--- src/rtl/branch_predictor_pkg.sv ---
// Shared types and constants for the BTB-based branch predictor.
// Holds the 2-bit counter encoding, the default entry layout and a saturating 8-bit increment.
package branch_predictor_pkg;

    localparam int unsigned PSIZE_DEF = 5;
    localparam int unsigned BSIZE_DEF = 3;

    typedef enum logic [1:0] {
        SNT = 2'd0,
        WNT = 2'd1,
        WT  = 2'd2,
        ST  = 2'd3
    } ctr_t;

    // Entry layout at the default sizes; the top re-declares it against its own parameters
    typedef struct packed {
        logic                           valid;
        logic [PSIZE_DEF-BSIZE_DEF-1:0] tag;
        logic [PSIZE_DEF-1:0]           target;
        ctr_t                           ctr;
    } btb_entry_t;

    function automatic logic [7:0] sat_inc8(input logic [7:0] v);
        return (v == 8'hFF) ? v : v + 8'd1;
    endfunction

endpackage

--- src/rtl/branch_predictor_sat_counter2.sv ---
// Saturating 2-bit up/down counter step, purely combinational.
// Counts up on inc_i, down otherwise, clamping at ST and SNT.
module sat_counter2
    import branch_predictor_pkg::*;
(
    input  logic [1:0] ctr_i,
    input  logic       inc_i,
    output logic [1:0] ctr_o
);

    ctr_t cur;
    ctr_t nxt;

    always_comb begin
        cur = ctr_t'(ctr_i);
        nxt = cur;
        if (inc_i) begin
            if (cur != ST) nxt = ctr_t'(cur + 2'd1);
        end else begin
            if (cur != SNT) nxt = ctr_t'(cur - 2'd1);
        end
        ctr_o = nxt;
    end

endmodule

--- src/rtl/branch_predictor.sv ---
// Direct-mapped BTB with 2-bit counters: zero-latency lookup, EX-stage update,
// mispredict/recover generation and saturating branch/mispredict statistics.
module branch_predictor
    import branch_predictor_pkg::*;
#(
    parameter int unsigned Psize = PSIZE_DEF,
    parameter int unsigned Bsize = BSIZE_DEF
) (
    input  logic             clk,
    input  logic             reset,
    input  logic [Psize-1:0] pc,
    output logic             take_branch,
    output logic [Psize-1:0] predicted_target,
    input  logic             upd_valid,
    input  logic [Psize-1:0] upd_pc,
    input  logic             upd_taken,
    input  logic [Psize-1:0] upd_target,
    input  logic             upd_pred_taken,
    input  logic [Psize-1:0] upd_pred_target,
    output logic             mispredict,
    output logic [Psize-1:0] recover_pc,
    output logic [7:0]       br_count,
    output logic [7:0]       mp_count
);

    localparam int unsigned NENT = 1 << Bsize;
    localparam int unsigned TW   = Psize - Bsize;

    typedef struct packed {
        logic             valid;
        logic [TW-1:0]    tag;
        logic [Psize-1:0] target;
        ctr_t             ctr;
    } entry_t;

    entry_t btb_q [NENT];
    entry_t btb_d [NENT];
    logic [7:0] br_count_q, br_count_d;
    logic [7:0] mp_count_q, mp_count_d;

    logic [Bsize-1:0] lu_idx, up_idx;
    logic [TW-1:0]    lu_tag, up_tag;
    entry_t           lu_ent, up_ent;
    logic             lu_hit, up_hit;
    logic [1:0]       ctr_next;

    assign lu_idx = pc[Bsize-1:0];
    assign lu_tag = pc[Psize-1:Bsize];
    assign up_idx = upd_pc[Bsize-1:0];
    assign up_tag = upd_pc[Psize-1:Bsize];
    assign lu_ent = btb_q[lu_idx];
    assign up_ent = btb_q[up_idx];
    assign lu_hit = lu_ent.valid && (lu_ent.tag == lu_tag);
    assign up_hit = up_ent.valid && (up_ent.tag == up_tag);

    // Lookup reads registered state only, so a same-index update shows up next cycle
    assign take_branch      = lu_hit && lu_ent.ctr[1];
    assign predicted_target = lu_hit ? lu_ent.target : pc + Psize'(1);

    assign mispredict = upd_valid &&
                        ((upd_taken != upd_pred_taken) ||
                         (upd_taken && (upd_target != upd_pred_target)));
    assign recover_pc = upd_taken ? upd_target : upd_pc + Psize'(1);

    assign br_count = br_count_q;
    assign mp_count = mp_count_q;

    sat_counter2 u_ctr (
        .ctr_i (up_ent.ctr),
        .inc_i (upd_taken),
        .ctr_o (ctr_next)
    );

    always_comb begin
        btb_d      = btb_q;
        br_count_d = br_count_q;
        mp_count_d = mp_count_q;
        if (upd_valid) begin
            br_count_d = sat_inc8(br_count_q);
            if (mispredict) mp_count_d = sat_inc8(mp_count_q);
            if (up_hit) begin
                btb_d[up_idx].ctr = ctr_t'(ctr_next);
                if (upd_taken) btb_d[up_idx].target = upd_target;
            end else if (upd_taken) begin
                btb_d[up_idx] = '{valid: 1'b1, tag: up_tag, target: upd_target, ctr: WT};
            end
        end
    end

    always_ff @(posedge clk) begin
        if (reset) begin
            btb_q      <= '{default: '0};
            br_count_q <= '0;
            mp_count_q <= '0;
        end else begin
            btb_q      <= btb_d;
            br_count_q <= br_count_d;
            mp_count_q <= mp_count_d;
        end
    end

endmodule

--- config.mk ---
export PLATFORM = sky130hd
export DESIGN_NAME = branch_predictor
export DESIGN_NICKNAME = d
export VERILOG_FILES = /design/src/rtl/branch_predictor_pkg.sv /design/src/rtl/branch_predictor_sat_counter2.sv /design/src/rtl/branch_predictor.sv
export SDC_FILE = /design/constraint.sdc
export NUM_CORES = 1
export LEC_CHECK = 0
export ABC_AREA = 1
export CAP_MARGIN = 20
export CORE_MARGIN = 1
export CORE_UTILIZATION = 40
export DETAILED_ROUTE_END_ITERATION = 6
export PLACE_DENSITY = 0.57
export SETUP_SLACK_MARGIN = 0.15
export SLEW_MARGIN = 25
export SYNTH_ARGS = -nofsm -noshare
export SYNTH_HDL_FRONTEND = slang
export SYNTH_SLANG_ARGS = --single-unit
--- constraint.sdc ---
create_clock -name clk -period 2.2 [get_ports clk]
set_input_delay 0.44 -clock clk [delete_from_list [all_inputs] [get_ports clk]]
set_output_delay 0.44 -clock clk [all_outputs]
set_load 0.05 [all_outputs]
==> results of run 1 <==
==> critical path: stages <==
cell and delay, ns:
buf_6 0.10, buf_12 0.13, buf_8 0.12, o211ai_1 0.14
nand2_1 0.08, nand2_1 0.06, nand2_1 0.06, xor2_1 0.13
nand3b_1 0.16, buf_6 0.15, buf_16 0.15, o21ai_4 0.15
buf_12 0.15
==> sequential cells by signal, indices dropped and copies added (netlist names) <==
signal    flops
mp_count      8
br_count      8
btb_q        80
==> layout by cell type (no fill, tap or decap), drive strengths merged <==
master / count
nand3: 51
dlymetal6s2s: 6
o21bai: 3
inv: 85
o221ai: 4
buf: 113
a21oi: 65
clkinvlp: 1
clkinv: 3
or2: 1
bufinv: 1
o21a: 1
nor4: 2
nand3b: 1
nand2: 169
o211ai: 4
clkdlybuf4s50: 11
o21ai: 115
clkdlybuf4s18: 1
dfxtp: 96
o22ai: 3
xnor2: 3
a211oi: 1
xor2: 12
clkbuf: 16
clkdlybuf4s15: 3
nor3: 2
dlygate4sd2: 11
ha: 5
nor2: 134
==> cells in the mapped netlist (3+ instances only) <==
library cell | number | area, um2
o211ai_1 | 4 | 30.0
nand3_2 | 11 | 110
inv_1 | 80 | 300
o22ai_1 | 3 | 18.8
inv_2 | 4 | 15.0
nand2_1 | 162 | 608
ha_1 | 5 | 62.6
xnor2_1 | 3 | 26.3
xor2_1 | 12 | 105
o221ai_1 | 4 | 35.0
o21ai_0 | 108 | 541
clkbuf_1 | 20 | 75.1
dfxtp_1 | 96 | 1920
buf_2 | 11 | 55.1
nand2_2 | 6 | 37.5
nand3_1 | 39 | 195
a21oi_1 | 64 | 320
o21ai_1 | 7 | 35.0
nor2_1 | 132 | 495
==> worst min-delay path by stage <==
stage,startpoint,endpoint,slack (ns)
final,btb_q[65],btb_q[65],0.44
after global routing,btb_q[75],btb_q[75],0.47
after CTS,btb_q[65],btb_q[65],0.45
after detailed placement,btb_q[65],btb_q[65],0.44
after global placement,btb_q[66],btb_q[66],0.43
after floorplan,btb_q[66],btb_q[66],0.42
==> cell type report <==
type | count | area share, %
Tap cell | 172 | 2.95
Clock inverter | 3 | 0.582
Inverter | 87 | 4.75
Timing Repair Buffer | 149 | 20.4
Sequential cell | 96 | 26.3
Multi-Input combinational cell | 576 | 41.6
Clock buffer | 12 | 3.38
==> stage by stage <==
step / util [%] / hold WS (ns) / worst slack [ns] / setup TNS, ns / cell area [um2]
6_report: 57.6 / 0.444 / -0.246 / -1.37 / 7300
5_1_grt: 57.6 / 0.467 / -0.326 / -1.88 / 7300
4_1_cts: 56.3 / 0.445 / -0.263 / -1.51 / 7140
3_5_place_dp: 52.1 / 0.435 / -0.608 / -24.14 / 6600
3_3_place_gp: 52.1 / 0.430 / -0.580 / -19.33 / 6600
2_1_floorplan: - / 0.420 / -0.175 / -0.526 / 5340
==> routing by layer <==
| metal | wire length (um) | up-vias |
|---|---|---|
| met4 | 429 | 0 |
| met3 | 813 | 33 |
| met2 | 7420 | 142 |
| met1 | 7170 | 2511 |
| met5 | 0 | - |
| li1 | - | 2816 |
==> power breakdown <==
| group | internal, mW | leakage (nW) | switching, mW |
|---|---|---|---|
| Sequential | 1.78 | 0.777 | 0.0262 |
| Clock | 0.905 | 0.139 | 0.675 |
| Combinational | 0.369 | 2.38 | 0.489 |
| Total | 3.05 | 3.30 | 1.19 |
==> timing repair <==
| action | in CTS | in global routing |
|---|---|---|
| endpoints found under the setup margin | 67 | 54 |
| cloned | 1 | 1 |
| hold buffers | 0 | 0 |
| setup buffers | 18 | 2 |
| gates resized for setup | 78 | 48 |
| pin swaps | 13 | 13 |
==> kinds of logic (layout without fill, tap and decap cells) <==
logic type | after synthesis | in the layout
flops | 96 | 96
fa+ha+maj | 5 | 5
simple gates | 359 | 360
compound gates | 196 | 196
xor+xnor | 15 | 15
buf+inv | 124 | 251
==> flow_summary.ini, run 1 <==
[clock_tree]
cts_sinks = 96
cts_root_buf = clkbuf_16
cts_tree = done
max-clock-path-buffers = 2
path_clk_slew_ns = 0.06
clkLatencyLatePin_ns = 0.35
cts-buffers-inserted = 9
htree_levels = 3

[floorplanning]
rows = 41
initial_core_util_pct = 41.3
die_w_um = 116
die_area_um2 = 13500
io-pin-count = 53
die_y_um = 116
design.core.area_um2 = 12700

[detailed_routing]
drt_wl_total_mm = 15.8
postRouteAntennaNets = 0
via_per_inst = 5.02
wl_per_cell_um = 14.5
drtPass1Iterations = 4
drt-initial-drc-count = 336
vias = 5502
drc = 0

[global_route]
grt_pass1_wl_mm = 25.1
grt_antenna_before_repair = 0
busiest_layer = met2
first_global_vias = 4985
grt_max_degree = 79
grt_util_all_layers_pct = 24.6
use_met1_pct = 31.8
grt.met3_usage_pct = 4.15
grt-ovfl-total = 0
grt_use_met2_pct = 40.5

[yosys]
synth-seq-cells = 96
synth_xor_area_share_pct = 2.51
async_flop_share_pct = 0
synth_edf_count = 0
synth_top_family_by_area = simple AND/OR/NAND/NOR gates
synth.cell_area_um2 = 5230
synth_top_flop_cell = dfxtp_1
synthCells = 795
synth_fa_ha_area_share_pct = 1.20
synth_warnings = 0
synth_compound_area_share_pct = 20.1
yosys.area_share.simple_pct = 29.3
synth_seq_area_share_pct = 36.8
synthMuxAreaShare_pct = 0
synth_nets = 825
yosysUniqueCellTypes = 38
syn_avg_cell_area_um2 = 6.58

[timing]
fmaxAchievable_mhz = 409
period_minus_slack_ns = 2.45
relSlewSlack_pct = 66.0
worstMarginPinSlew_ns = 0.508
drv_slew = 0
setup_viol = 6
clock_skew_ns = 0.00759
layout_setup_ws_ns = -0.246
period_share_pct = 111
hold_violations = 0
rsz0062_at_grt = yes

[critical_path]
end_kind = primary output
critical_path_class = in2out
r2r_slack_ns = 0.40
reg2reg_depth = 12
critPathRequiredTime_ns = 1.76
reg2reg_to = btb_q[0]
endpoint = predicted_target[1]
arrival_ns = 2.01
cp-startpoint = pc[0]
timing.rr.start = btb_q[27]
crit_path_max_fanout = 5
startpoint_type = input pin

[run_status]
status = finished with violations
violations = negative setup slack

[cells_and_area]
fill_cells = 1216
synthToLayoutAreaGrowth_pct = 39.7
diodes = 0
drive_gt1_share_pct = 21.6
fin_nets = 949
regArea_um2 = 1920
stdcell_count = 1095
multiInputGateArea_um2 = 3040

[placement]
gp_congestion = 0.872
port-buffer-count = 52
hpwl_mm = 11.4
place_inst = 1058

[pwr]
p_per_area_nw_per_um2 = 581
p_leak_nw = 3.30
peakVddDrop_v = 0.000377
power.total_mw = 4.24

[min_path]
hold_class = reg2reg
min_path_cells = 2

[flow_run]
cap_violations = 0
(Power assumes the default switching activity.)
==> run 2, diff against run 1 <==
REMOVE_ABC_BUFFERS = 1   (was default)
==> flow_summary.ini, run 2 (synthesized netlist as in run 1, its figures left out) <==
[cells_and_area]
synthToLayoutAreaGrowth_pct = 41.0
largest_register_ffs = 80
final_cell_mix = 158 x nand2_1, 113 x nor2_1, 92 x o21ai_0
stdcell_count = 1097
fin_nets = 950
drive_gt1_share_pct = 24.0
layout_commonest_cell = nand2_1
diodes = 0
top_register = btb_q

[pwr]
seq_power_share_pct = 39.8
power.switching_mw = 1.24
p_per_area_nw_per_um2 = 615
peakVddDrop_v = 0.000453
combPwrFrac_pct = 18.8
clkPwrFrac_pct = 41.4
power.internal_mw = 3.29
swShare_pct = 27.3
p_leak_nw = 3.31

[global_route]
grt_pass1_wl_mm = 25.8
busiest_layer = met2
grt.met3_usage_pct = 4.88
grt_util_all_layers_pct = 25.2
use_met1_pct = 32.7
grt_antenna_before_repair = 0
grt_max_degree = 53
grt_use_met2_pct = 41.6
grt-ovfl-total = 0
first_global_vias = 5091

[critical_path]
path_common_cell = nand2_1
cp_cell_sequence = inv_2, a21oi_1, o21ai_0, nand2_1, nand2_1, nand2_1, xor2_1, nand3b_1, buf_6, nand2_1, o21ai_1, buf_4, buf_12
path_buf_inv = 4
critPathRequiredTime_ns = 1.76
critPathSlowestCell = dfxtp_2
cp_top_family = buffers and inverters
critical_path_class = reg2out
r2r_slack_ns = 0.31
end_kind = primary output
arrival_ns = 1.93
startpoint_type = flip-flop
reg2reg_depth = 10
crit_cells = 13
crit_path_max_fanout = 11
critPathMaxStageDelay_ns = 0.33

[min_path]
min_path_cells = 2
hold_class = reg2reg

[detailed_routing]
vias = 5555
wl_per_cell_um = 15.0
drtPass1Iterations = 4
postRouteAntennaNets = 0
drc = 0
via_per_inst = 5.06
drt_wl_total_mm = 16.5
drt-initial-drc-count = 406

[run_status]
violations = negative setup slack
status = finished with violations

[timing]
hold_violations = 0
setup_viol = 6
drv_slew = 0
holdWs_ns = 0.441
layout_setup_ws_ns = -0.167
rsz0062_at_grt = yes
worstMarginPinSlew_ns = 0.501
fmaxAchievable_mhz = 422
period_share_pct = 108
relSlewSlack_pct = 66.5
clock_skew_ns = 0.00912
period_minus_slack_ns = 2.37

[floorplanning]
rows = 41
design.core.area_um2 = 12700
io-pin-count = 53
die_area_um2 = 13500
die_w_um = 116
initial_core_util_pct = 41.3
die_y_um = 116

[clock_tree]
path_clk_slew_ns = 0.07
cts_root_buf = clkbuf_16
clkLatencyLatePin_ns = 0.35
htree_levels = 3
max-clock-path-buffers = 2
cts_tree = done
cts_sinks = 96
postCtsHoldBufs = 0
cts-buffers-inserted = 9

[placement]
hpwl_mm = 12.0
gp_congestion = 0.875
place_inst = 1061
port-buffer-count = 52

[flow_run]
cap_violations = 0
## run 2: per-layer routing
| layer | up-vias | routed length [um] |
|---|---|---|
| met4 | 0 | 225 |
| met1 | 2576 | 7520 |
| met3 | 17 | 846 |
| met2 | 149 | 7880 |
| li1 | 2813 | - |
| met5 | - | 0 |
## run 2: final timing paths
kind | start | to
setup / recovery | btb_q[68] | predicted_target[0]
hold reg to reg | btb_q[63] | btb_q[63]
setup reg to reg | br_count[0] | br_count[4]
hold / removal | btb_q[63] | btb_q[63]
## run 2: area by class of cell
type                       count  area, um2
clock buffer                  10        239
clock inverter                 6        115
fill                        1206       5300
inverter                      87        335
multi-input combinational    576       3050
sequential                    96       1930
tap                          172        215
timing repair buffer         150       1490
## run 2: stage by stage
step	util (%)	instance area (um2)	total power [mW]	setup WS, ns	TNS, ns
6_report	58.2	7370	4.53	-0.167	-0.946
5_1_grt	58.2	7370	4.71	-0.302	-1.72
4_1_cts	56.0	7090	4.50	-0.182	-0.945
3_5_place_dp	51.6	6530	2.61	-0.596	-20.64
3_3_place_gp	51.6	6530	2.60	-0.586	-18.35
2_1_floorplan	-	5030	2.18	-0.997	-5.69
## run 2: tightest hold or removal path, delay by kind of cell, from the launching register on
family,cells,cell delay (ns)
buffers and inverters,1,0.04
flip-flops,1,0.31
AO/OA/AOI/OAI,1,0.05
## run 2: power by group through the flow
stage          Clock [mW]  Sequential, mW  Combinational [mW]
2_1_floorplan           0            1.85               0.330
3_3_place_gp            0            1.84               0.759
3_5_place_dp            0            1.84               0.765
4_1_cts              1.90            1.80               0.804
5_1_grt              1.99            1.81               0.917
6_report             1.88            1.80               0.852
## run 2: repair_timing
action,CTS,global route
pin swaps,10,25
resized for setup,88,71
hold endpoints to repair,0,0
setup endpoints to repair,50,51
cloned,0,1
setup buffers,12,7
